--- config.mk ---
export PLATFORM = sky130hd
export DESIGN_NAME = arb_mux_stream_flat
export DESIGN_NICKNAME = d
export VERILOG_FILES = /design/src/rtl/arb_mux_stream_if.sv /design/src/rtl/arb_mux_stream.sv /design/src/flat_wrapper.sv
export SDC_FILE = /design/constraint.sdc
export NUM_CORES = 1
export LEC_CHECK = 0
export BUFFER_PORTS_ARGS = -buffer_cell sky130_fd_sc_hd__clkbuf_2
export CAP_MARGIN = 40
export CORE_MARGIN = 2
export CORE_UTILIZATION = 39
export CTS_CLUSTER_DIAMETER = 200
export DETAILED_ROUTE_END_ITERATION = 10
export GPL_ROUTABILITY_DRIVEN = 0
export PLACE_DENSITY = 0.76
export SYNTH_ARGS = -nofsm -noshare
export SYNTH_HDL_FRONTEND = slang
export SYNTH_SLANG_ARGS = --single-unit
--- constraint.sdc ---
create_clock -name clk -period 1.8 [get_ports clk]
set_clock_uncertainty 0.15 [all_clocks]
set_input_delay 0.18 -clock clk [delete_from_list [all_inputs] [get_ports clk]]
set_output_delay 0.18 -clock clk [all_outputs]
set_load 0.02 [all_outputs]
--- src/rtl/arb_mux_stream_if.sv ---
// arb_mux_stream_if
//   Handshake bundle for the arb_mux_stream N:1 arbitrated stream mux.
//   Parameters: NUM_CH (channel count), WIDTH (data bits per channel).
//   Signals:
//     in_valid  [NUM_CH]        per-channel beat valid      (source -> mux)
//     in_ready  [NUM_CH]        per-channel beat accepted   (mux -> source)
//     in_data   [NUM_CH*WIDTH]  channel i at [i*WIDTH +: WIDTH]
//     in_last   [NUM_CH]        per-channel end-of-packet
//     out_valid                 output register holds a beat
//     out_ready                 sink accepts the beat
//     out_data  [WIDTH]         registered data
//     out_last                  registered last flag
//     out_ch    [CH_W]          channel that supplied the current beat
//   Modports: slave = the mux, master = the sources/sink side.
interface arb_mux_stream_if #(
    parameter int NUM_CH = 4,
    parameter int WIDTH  = 8
);
    localparam int CH_W = $clog2(NUM_CH);

    logic [NUM_CH-1:0]       in_valid;
    logic [NUM_CH-1:0]       in_ready;
    logic [NUM_CH*WIDTH-1:0] in_data;
    logic [NUM_CH-1:0]       in_last;
    logic                    out_valid;
    logic                    out_ready;
    logic [WIDTH-1:0]        out_data;
    logic                    out_last;
    logic [CH_W-1:0]         out_ch;

    modport slave (
        input  in_valid, in_data, in_last, out_ready,
        output in_ready, out_valid, out_data, out_last, out_ch
    );

    modport master (
        output in_valid, in_data, in_last, out_ready,
        input  in_ready, out_valid, out_data, out_last, out_ch
    );
endinterface

--- src/rtl/arb_mux_stream.sv ---
// arb_mux_stream
//   NUM_CH:1 stream multiplexer with round-robin arbitration, valid/ready
//   handshake on every channel and one registered output stage.
//   Throughput is one beat per cycle; latency from acceptance to out_* is
//   one cycle.
//   Ports:
//     clk  - single clock, rising edge
//     rst  - synchronous active-high reset
//     bus  - arb_mux_stream_if.slave (per-channel inputs, registered output)
//   Optional feature (macro ARB_MUX_STREAM_PKT_LOCK_EN):
//     when defined, a channel that starts a packet (beat with in_last=0)
//     keeps the grant until it transfers its in_last=1 beat, so packets
//     from different channels are never interleaved. Ports are identical
//     either way.
module arb_mux_stream #(
    parameter int NUM_CH = 4,
    parameter int WIDTH  = 8
) (
    input  logic              clk,
    input  logic              rst,
    arb_mux_stream_if.slave   bus
);
    localparam int CH_W = $clog2(NUM_CH);

    // Round-robin pointer: last channel granted; search starts at ptr+1.
    logic [CH_W-1:0]  ptr;

    // Output register stage.
    logic             vld_p1;
    logic [WIDTH-1:0] data_p1;
    logic             last_p1;
    logic [CH_W-1:0]  ch_p1;

    logic [WIDTH-1:0] ch_data [NUM_CH];
    logic             rr_vld;
    logic [CH_W-1:0]  rr_grant;
    logic             req;
    logic [CH_W-1:0]  grant;
    logic             load;
    logic             xfer;

    function automatic logic [CH_W-1:0] wrap_idx(input logic [CH_W-1:0] base,
                                                 input int off);
        return CH_W'((int'(base) + off) % NUM_CH);
    endfunction

    for (genvar i = 0; i < NUM_CH; i++) begin : g_unpack
        assign ch_data[i] = bus.in_data[i*WIDTH +: WIDTH];
    end

    // Stage 0: combinational round-robin arbitration over in_valid.
    always_comb begin
        rr_vld   = 1'b0;
        rr_grant = ptr;
        for (int k = 1; k <= NUM_CH; k++) begin
            if (!rr_vld && bus.in_valid[wrap_idx(ptr, k)]) begin
                rr_vld   = 1'b1;
                rr_grant = wrap_idx(ptr, k);
            end
        end
    end

`ifdef ARB_MUX_STREAM_PKT_LOCK_EN
    logic            locked;
    logic [CH_W-1:0] lock_ch;

    // While locked the arbiter is bypassed; the locked channel keeps the
    // grant even when it has nothing to send, stalling the others.
    always_comb begin
        grant = locked ? lock_ch : rr_grant;
        req   = locked ? bus.in_valid[lock_ch] : rr_vld;
    end

    always_ff @(posedge clk) begin
        if (rst) begin
            locked  <= 1'b0;
            lock_ch <= '0;
        end else if (xfer) begin
            if (!bus.in_last[grant]) begin
                locked  <= 1'b1;
                lock_ch <= grant;
            end else begin
                locked  <= 1'b0;
            end
        end
    end
`else
    always_comb begin
        grant = rr_grant;
        req   = rr_vld;
    end
`endif

    // The output register can take a beat when empty or draining this cycle.
    assign load = !vld_p1 || bus.out_ready;
    // rst gates the handshake so no source sees in_ready during reset.
    assign xfer = !rst && load && req;

    always_comb begin
        bus.in_ready = '0;
        if (xfer) begin
            bus.in_ready[grant] = 1'b1;
        end
    end

    // Stage 1: output register.
    always_ff @(posedge clk) begin
        if (rst) begin
            vld_p1  <= 1'b0;
            data_p1 <= '0;
            last_p1 <= 1'b0;
            ch_p1   <= '0;
            ptr     <= CH_W'(NUM_CH - 1);
        end else if (xfer) begin
            vld_p1  <= 1'b1;
            data_p1 <= ch_data[grant];
            last_p1 <= bus.in_last[grant];
            ch_p1   <= grant;
            ptr     <= grant;
        end else if (load) begin
            vld_p1  <= 1'b0;
        end
    end

    assign bus.out_valid = vld_p1;
    assign bus.out_data  = data_p1;
    assign bus.out_last  = last_p1;
    assign bus.out_ch    = ch_p1;
endmodule

--- src/flat_wrapper.sv ---
// flat-port wrapper written by rule: the top's interface ports become plain ports
module arb_mux_stream_flat 
#(
    parameter int NUM_CH = 4,
    parameter int WIDTH  = 8
)
  (clk, rst, bus_in_valid, bus_in_data, bus_in_last, bus_out_ready, bus_in_ready, bus_out_valid, bus_out_data, bus_out_last, bus_out_ch);
  arb_mux_stream_if #(.NUM_CH(NUM_CH), .WIDTH(WIDTH)) bus_i ();
  input  logic clk;
  input  logic rst;
  input wire logic [$bits(bus_i.in_valid)-1:0] bus_in_valid;
  input wire logic [$bits(bus_i.in_data)-1:0] bus_in_data;
  input wire logic [$bits(bus_i.in_last)-1:0] bus_in_last;
  input wire logic [$bits(bus_i.out_ready)-1:0] bus_out_ready;
  output wire logic [$bits(bus_i.in_ready)-1:0] bus_in_ready;
  output wire logic [$bits(bus_i.out_valid)-1:0] bus_out_valid;
  output wire logic [$bits(bus_i.out_data)-1:0] bus_out_data;
  output wire logic [$bits(bus_i.out_last)-1:0] bus_out_last;
  output wire logic [$bits(bus_i.out_ch)-1:0] bus_out_ch;
  assign bus_i.in_valid = bus_in_valid;
  assign bus_i.in_data = bus_in_data;
  assign bus_i.in_last = bus_in_last;
  assign bus_i.out_ready = bus_out_ready;
  assign bus_in_ready = bus_i.in_ready;
  assign bus_out_valid = bus_i.out_valid;
  assign bus_out_data = bus_i.out_data;
  assign bus_out_last = bus_i.out_last;
  assign bus_out_ch = bus_i.out_ch;
  arb_mux_stream #(.NUM_CH(NUM_CH), .WIDTH(WIDTH)) u_core (.clk(clk), .rst(rst), .bus(bus_i));
endmodule
# ---- Word-level counts from Yosys, hierarchy flattened
# Index checks and enable logic that the tools add are counted.
# W data, S select, Z words.
dict set report classes {
  order_cmp 7
  muxes 26
  bitwise 1
  addsub 4
  reduce_logical 13
}
# op count
set op_table {}
lappend op_table {{$bmux W8 S2} 1}
lappend op_table {{$mux W8} 2}
lappend op_table {{$lt A2 B3 Y1 const B} 5}
lappend op_table {{$mux W1} 12}
lappend op_table {{$bmux W1 S2} 5}
lappend op_table {{$mux W2} 4}
lappend op_table {{$logic_and A1 B1 Y1} 6}
lappend op_table {{$logic_not A1 Y1} 5}
lappend op_table {{$add A2 B1 Y2 const B} 2}
lappend op_table {{$add A2 B2 Y2 const B} 2}
lappend op_table {{$mux W4} 1}
lappend op_table {{$ge A3 B3 Y1 const B} 1}
lappend op_table {{$not A2 Y3} 1}
lappend op_table {{$demux W1 S2} 1}
lappend op_table {{$ge A2 B1 Y1 const B} 1}
lappend op_table {{$reduce_bool A2 Y1} 1}
lappend op_table {{$logic_or A1 B1 Y1} 1}
dict set report totals {
  elab_cells 56
  reg_bits 14
  output_inout_bits 16
  in_bits 43
}

# ---- Logic depth before layout (Yosys ltp)
# Gate-level depths: netlist of run 1.
dict set report depth {
  word_depth 18
  ltp_mapped 7
  depth_no_buf 5
}

# ---- Worst setup path after synthesis of run 1
# Ideal clock, no wire load.
dict set report synth_timing {
  kind {register -> output}
  from {reg u_core.ptr[1]}
  to {out bus_in_ready[0]}
  required_ps 1470
  path_stages_with_launch 8
  slack_ps -84
  t_arrival_ps 1554
  n_path_buf 2
  cell_sequence {dfxtp_1 > buf_6 > mux2i_1 > nor2_1 > a311oi_4 > buf_6 > inv_2 > nor2_1}
}
dict set report synth_via {
  elab_chain_cells 18
  elab_cells_between_ends 33
  cone_classes {4 x add/sub; 2 x order compare; 19 x mux; 8 x reduce/logical}
}
# element line_no
set synth_lines {}
lappend synth_lines {{from (decl)} arb_mux_stream.sv:26} ;# logic [CH_W-1:0] ptr;
lappend synth_lines {{from (signal assigned)} arb_mux_stream.sv:113} ;# ptr <= CH_W'(NUM_CH - 1);
lappend synth_lines {{from (signal assigned)} arb_mux_stream.sv:119} ;# ptr <= grant;
lappend synth_lines {{$add A2 B1 Y2} arb_mux_stream.sv:44} ;# return CH_W'((int'(base) + off) % NUM_CH);
lappend synth_lines {{$bmux W1 S2} arb_mux_stream.sv:56} ;# if (!rr_vld && bus.in_valid[wrap_idx(ptr, k)]) begin
lappend synth_lines {{$mux W1 (implied by the code)} arb_mux_stream.sv:56}
lappend synth_lines {{$mux W1} arb_mux_stream.sv:56}
lappend synth_lines {{$logic_not A1 Y1} arb_mux_stream.sv:56}
lappend synth_lines {{$logic_and A1 B1 Y1} arb_mux_stream.sv:56}
lappend synth_lines {{$mux W1} arb_mux_stream.sv:56}
lappend synth_lines {{$logic_not A1 Y1} arb_mux_stream.sv:56}
lappend synth_lines {{[... 2 more ...]} -}
lappend synth_lines {{$logic_not A1 Y1} arb_mux_stream.sv:56}
lappend synth_lines {{$logic_and A1 B1 Y1} arb_mux_stream.sv:56}
lappend synth_lines {{$mux W2} arb_mux_stream.sv:56}
lappend synth_lines {{$lt A2 B3 Y1 (implied by the code) / $ge A2 B1 Y1 (equally long branches)} arb_mux_stream.sv:102} ;# bus.in_ready[grant] = 1'b1;
lappend synth_lines {{$logic_and A1 B1 Y1 (implied by the code)} arb_mux_stream.sv:102}
lappend synth_lines {{$mux W1 (implied by the code)} arb_mux_stream.sv:102}
lappend synth_lines {{$demux W1 S2} -}
lappend synth_lines {{$mux W4 *} arb_mux_stream.sv:101} ;# if (xfer) begin
lappend synth_lines {{to (decl)} flat_wrapper.sv:15} ;# output wire logic [$bits(bus_i.in_ready)-1:0] bus_in_ready;
# Mark *: on every way between the ends. The rest lies on a longest branch, timed or not. The select of a mux whose other input is x is not followed.

# ---- Worst setup path in the final report of run 1
# Ends and elaborated chain as after synthesis.

==> results of run 1 <==
worst max-delay path, stage by stage, from the launching register on:
cell and delay [ns]:
dfxtp_4 0.39, nand2b_1 0.12, a21oi_1 0.09, a311oi_4 0.34, buf_12 0.17, inv_6 0.04
nor2_4 0.10, buf_8 0.11
state kept, by name, summed over array words and instances (netlist names):
| name | cells |
|---|---|
| u_core.bus.out_last | 1 |
| u_core.ptr | 2 |
| u_core.bus.out_data | 8 |
| u_core.bus.out_ch | 2 |
| u_core.bus.out_valid | 1 |
layout by cell type (no fill, tap or decap), types with 3 or more instances in the layout:
cell and count:
clkbuf_2 54, nand3_1 16, buf_4 14, dfxtp_1 13, nand2_1 11, o211ai_2 8
nor2_1 7, mux2_4 7, mux2i_1 5, mux2i_4 5, nand2b_1 4, clkbuf_4 3
buf_6 3
worst min-delay path by stage:
stage | slack, ns | from | cells past startpoint | end
after global routing | 0.03 | rst | 2 | u_core.bus.out_ch[0]
final | 0.04 | rst | 2 | u_core.bus.out_valid
after CTS | 0.02 | rst | 2 | u_core.bus.out_valid
after detailed placement | 0.31 | u_core.bus.out_data[5] | 2 | u_core.bus.out_data[5]
after global placement | 0.30 | u_core.bus.out_data[1] | 2 | u_core.bus.out_data[1]
after floorplan | 0.23 | bus_in_data[8] | 2 | u_core.bus.out_data[0]
what timing repair did:
item	in CTS	in global routing
setup buffers	5	5
pin swaps	5	6
hold buffers	0	0
gates cloned	2	0
setup endpoints to repair	13	15
gates resized for setup	20	23
per-stage QoR:
step / area (um^2) / power, mW / setup TNS (ns) / worst slack (ns)
2_1_floorplan: 1020 / 0.711 / 0 / 0.0344
3_3_place_gp: 1380 / 0.860 / -0.0273 / -0.0137
3_5_place_dp: 1380 / 0.875 / -0.721 / -0.0828
4_1_cts: 1570 / 1.18 / -2.51 / -0.227
5_1_grt: 1690 / 1.33 / -2.80 / -0.289
6_report: 1690 / 1.25 / -1.29 / -0.182
final cells by class:
| cell class | instances | area [um^2] |
|---|---|---|
| fill | 193 | 791 |
| multi-input combinational | 85 | 782 |
| timing repair buffer | 78 | 548 |
| sequential | 14 | 284 |
| tap | 30 | 37.5 |
| clock buffer | 3 | 22.5 |
| inverter | 2 | 12.5 |
metal layers:
metal	vias to the layer above	global-route usage (%)	wire [um]
li1	546	-	-
met2	65	37.3	1540
met5	-	0	0
met4	0	7.32	66
met3	9	5.11	324
met1	498	23.4	1170
report_power, final:
group,total [mW],internal (mW),switching [mW]
sequential,0.391,0.359,0.0320
clock,0.175,0.0777,0.0976
combinational,0.689,0.365,0.324
total,1.25,0.801,0.453
logic make-up after synthesis:
group           synth area share, %
buf+inv                        7.05
mux                            19.8
compound gates                 19.9
flops                          27.7
simple gates                   25.5
==> results_dict.tcl, run 1 <==
set metrics [dict create \
    synth-edff-count 0 \
    synth.top_cell.area_share_pct 27.7 \
    dp_cells 198 \
    synth-seq-cells 14 \
    hold_ws_ns 0.0359 \
    path_clk_slew_ns 0.08 \
    rows 18 \
    grt_overflow 0 \
    fmax_mhz 505 \
    synth_nets 151 \
    die_w_um 54.9 \
    wirelength_mm 3.10 \
    violations "setup timing" \
    synth.cell_area_mm2 0.00101 \
    vdd_drop_max_v 0.000581 \
    rsz0062_at_grt "yes" \
    synth.distinct_cells 27 \
    power.leakage_nw 0.792 \
    min_period_over_period_pct 110 \
    syn_to_final_growth_pct 66.8 \
    worstSetupStartpointType "register" \
    r2r_start "u_core.ptr[1]" \
    drc 0 \
    crit_end "bus_in_ready[0]" \
    synth_commonest_cells "16 x nand3_1, 14 x dfxtp_1, 11 x mux2i_1, 11 x nand2_1, 10 x nor2_1" \
    ys_seq_area_share_pct 27.7 \
    grtUsageTotal_pct 20.6 \
    dr.first_iter.drc_count 24 \
    utilization_pct 68.1 \
    end_kind "output port" \
    cts_tree "done" \
    status "finished, violations left" \
    clockRootBuffer "clkbuf_4" \
    wl_per_cell_um 14.6 \
    drtPass1Iterations 4 \
    slew_viol_final 0 \
    cts_inserted_buffers 3 \
    dieArea_mm2 0.00302 \
    crit_arrival_ns 1.65 \
    worst_pin_slew_ns 0.399 \
    cp_max_fo 8 \
    async_flop_share_pct 0 \
    grt_max_degree 13 \
    cts_buffer_depth 2 \
    finalHoldViolations 0 \
    io_buffers 58 \
    post_drt_via_cell_ratio 5.27 \
    cp-startpoint "u_core.ptr[1]" \
    grt_pass1_vias 968 \
    power_density_mw_per_mm2 744 \
    synth.largest_area_cell "dfxtp_1" \
    fin_crit_ns 1.98 \
    cts.sinks 14 \
    max_cap_violations 0 \
    synthCells 108 \
    antenna_found_initial 0 \
    die_h_um 54.9 \
    rr_worst_depth 8 \
    max_slew_margin_pct 73.2 \
    hp-class "input port to register" \
    htree_levels 1 \
    io_pins 59 \
    reg2reg_to "u_core.bus.out_data[1]" \
    ff2ff_setup_slack_ns -0.14 \
    setup_violations 13 \
    syn_avg_cell_area_um2 9.36 \
    critical_path_class "register to output port" \
    ant_nets 0 \
    clkLatencyLatePin_ns 0.28 \
    ys.flop_type "dfxtp_1" \
    hpwlAfterDp_mm 2.02 \
    initial_utilization_pct 40.8 \
    vias 1118 \
    yosysWarningCount 0 \
    netlist_top_cells_area "dfxtp_1 28%, mux2i_1 11%, o211ai_2 9.9%" \
    layout-drive-gt1-share_pct 63.2 \
    fp.coreArea_mm2 0.00248 \
    finalNetCount 227 \
    stdcell_count 212 \
    required_ns 1.47 \
    yosys.cell_count.top_type "nand3_1" \
    grt_pass1_wl_mm 4.24 \
    num_antenna_cells 0 \
    fin_ws_ns -0.182 \
]
Note: power is estimated with default switching activity, not from simulation.
==> run 2, diff against run 1 <==
Settings changed: CTS_CLUSTER_SIZE set to 16, GPL_TIMING_DRIVEN set to 0, HOLD_SLACK_MARGIN set to 0.08.
==> results_dict.tcl, run 2 (synthesis gave the netlist of run 1 again) <==
set metrics [dict create \
    status "finished, violations left" \
    violations "setup timing" \
    min_period_over_period_pct 114 \
    post_drt_via_cell_ratio 5.25 \
    max_cap_violations 0 \
    cts_inserted_buffers 3 \
    clkLatencyLatePin_ns 0.29 \
    rsz0062_at_grt "yes" \
    placed_area_mm2 0.00134 \
    cts_buffer_depth 2 \
    hpwlAfterDp_mm 2.13 \
    cts.sinks 14 \
    grt_overflow 0 \
    vias 1192 \
    slew_viol_final 0 \
    wirelength_mm 3.31 \
    power_mw 1.22 \
    grt_pass1_vias 1103 \
    num_antenna_cells 0 \
    layout-drive-gt1-share_pct 54.8 \
    dieArea_mm2 0.00302 \
    ant_nets 0 \
    end_kind "output port" \
    grtUsageTotal_pct 22.8 \
    max_slew_margin_pct 56.7 \
    antenna_found_initial 0 \
    worstSetupStartpointType "register" \
    setup_violations 15 \
    fin_crit_ns 2.05 \
    finalHoldViolations 0 \
    switchingPower_mw 0.452 \
    syn_to_final_growth_pct 72.4 \
    clockRootBuffer "clkbuf_4" \
    seqPwrFrac_pct 31.7 \
    fmax_mhz 487 \
    rows 18 \
    power.internal_mw 0.765 \
    die_w_um 54.9 \
    grt_pass1_wl_mm 4.82 \
    final_cell_mix "53 x clkbuf_2, 16 x nand3_1, 16 x dlygate4sd3_1" \
    path_clk_slew_ns 0.09 \
    die_h_um 54.9 \
    crit_arrival_ns 1.72 \
    fp.coreArea_mm2 0.00248 \
    initial_utilization_pct 40.8 \
    dr.first_iter.drc_count 17 \
    grt_max_degree 11 \
    drtPass1Iterations 4 \
    htree_levels 1 \
    switching_share_pct 37.1 \
    wl_per_cell_um 14.6 \
    finalNetCount 242 \
    cp_max_fo 10 \
    hp-class "input port to register" \
    required_ns 1.47 \
    power.leakage_nw 0.830 \
    io_buffers 57 \
    fin_ws_ns -0.255 \
    worst_pin_slew_ns 0.648 \
    clockPowerShare_pct 15.1 \
    mostFrequentLayoutCell "clkbuf_2" \
    pwr-share-comb_pct 53.2 \
    cts_tree "done" \
    io_pins 59 \
    hold_ws_ns 0.0717 \
    power_density_mw_per_mm2 698 \
    critical_path_class "register to output port" \
    vdd_drop_max_v 0.000525 \
    drc 0 \
    largest_reg_flops 8 \
    finish.instance_area_mm2 0.00174 \
]
run 2: cell count changes in the layout (fill, tap and decap cells not counted), sizes merged:
cell / change
dlygate4sd3: +16
clkbuf: -1
run 2: power groups by stage:
stage	Clock, mW	Combinational (mW)	Sequential, mW
2_1_floorplan	0	0.271	0.439
3_3_place_gp	0	0.458	0.389
3_5_place_dp	0	0.470	0.392
4_1_cts	0.185	0.621	0.385
5_1_grt	0.203	0.689	0.392
6_report	0.183	0.647	0.386
run 2: final timing paths:
path                                        startpoint                endpoint  slack (ns)  depth (start not counted)
worst max-delay path                     u_core.ptr[1]         bus_in_ready[1]       -0.25                          7
worst min-delay path                     bus_out_ready    u_core.bus.out_valid        0.07                          4
worst max register to register           u_core.ptr[1]  u_core.bus.out_data[1]       -0.16                          8
worst min register to register  u_core.bus.out_data[2]  u_core.bus.out_data[2]        0.34                          2
run 2: worst max-delay path, stage by stage, from the launching register on:
cell,delay [ns]
dfxtp_2,0.33
buf_6,0.12
a21o_1,0.18
a31oi_4,0.23
nand2b_2,0.21
buf_6,0.19
nor2_4,0.06
buf_8,0.12
run 2: layout make-up:
| class | instances | area (um^2) |
|---|---|---|
| timing repair buffer | 86 | 599 |
| fill | 181 | 734 |
| multi-input combinational | 85 | 721 |
| buffer | 7 | 71.3 |
| tap | 30 | 37.5 |
| clock buffer | 3 | 22.5 |
| sequential | 14 | 282 |
| inverter | 2 | 10.0 |
run 2: metrics by stage:
step | util (%) | TNS (ns) | worst slack (ns) | instances
global route | 70.4 | -3.47 | -0.317 | 227
detailed placement | 54.1 | -1.85 | -0.181 | 195
floorplan | - | 0 | 0.0344 | 108
CTS | 69.1 | -2.84 | -0.290 | 225
global placement | 54.1 | -1.37 | -0.138 | 195
finish | 70.4 | -2.09 | -0.255 | 227
run 2: metal layers:
layer  global-route usage (%)  part of all wire (%)  wire (um)
met1                     24.6                    40       1310
met2                     41.7                    50       1670
met3                     4.84                   7.6        250
met4                     11.4                   2.4         78
met5                        0                     0          0
run 2: what timing repair did:
item                       in CTS  in global routing
hold buffers                   16                  0
pin swaps                       6                  4
resized for setup              24                  7
buffers inserted               10                  2
hold endpoints to repair        8                  0
setup endpoints to repair      13                 15
cloned                          1                  0
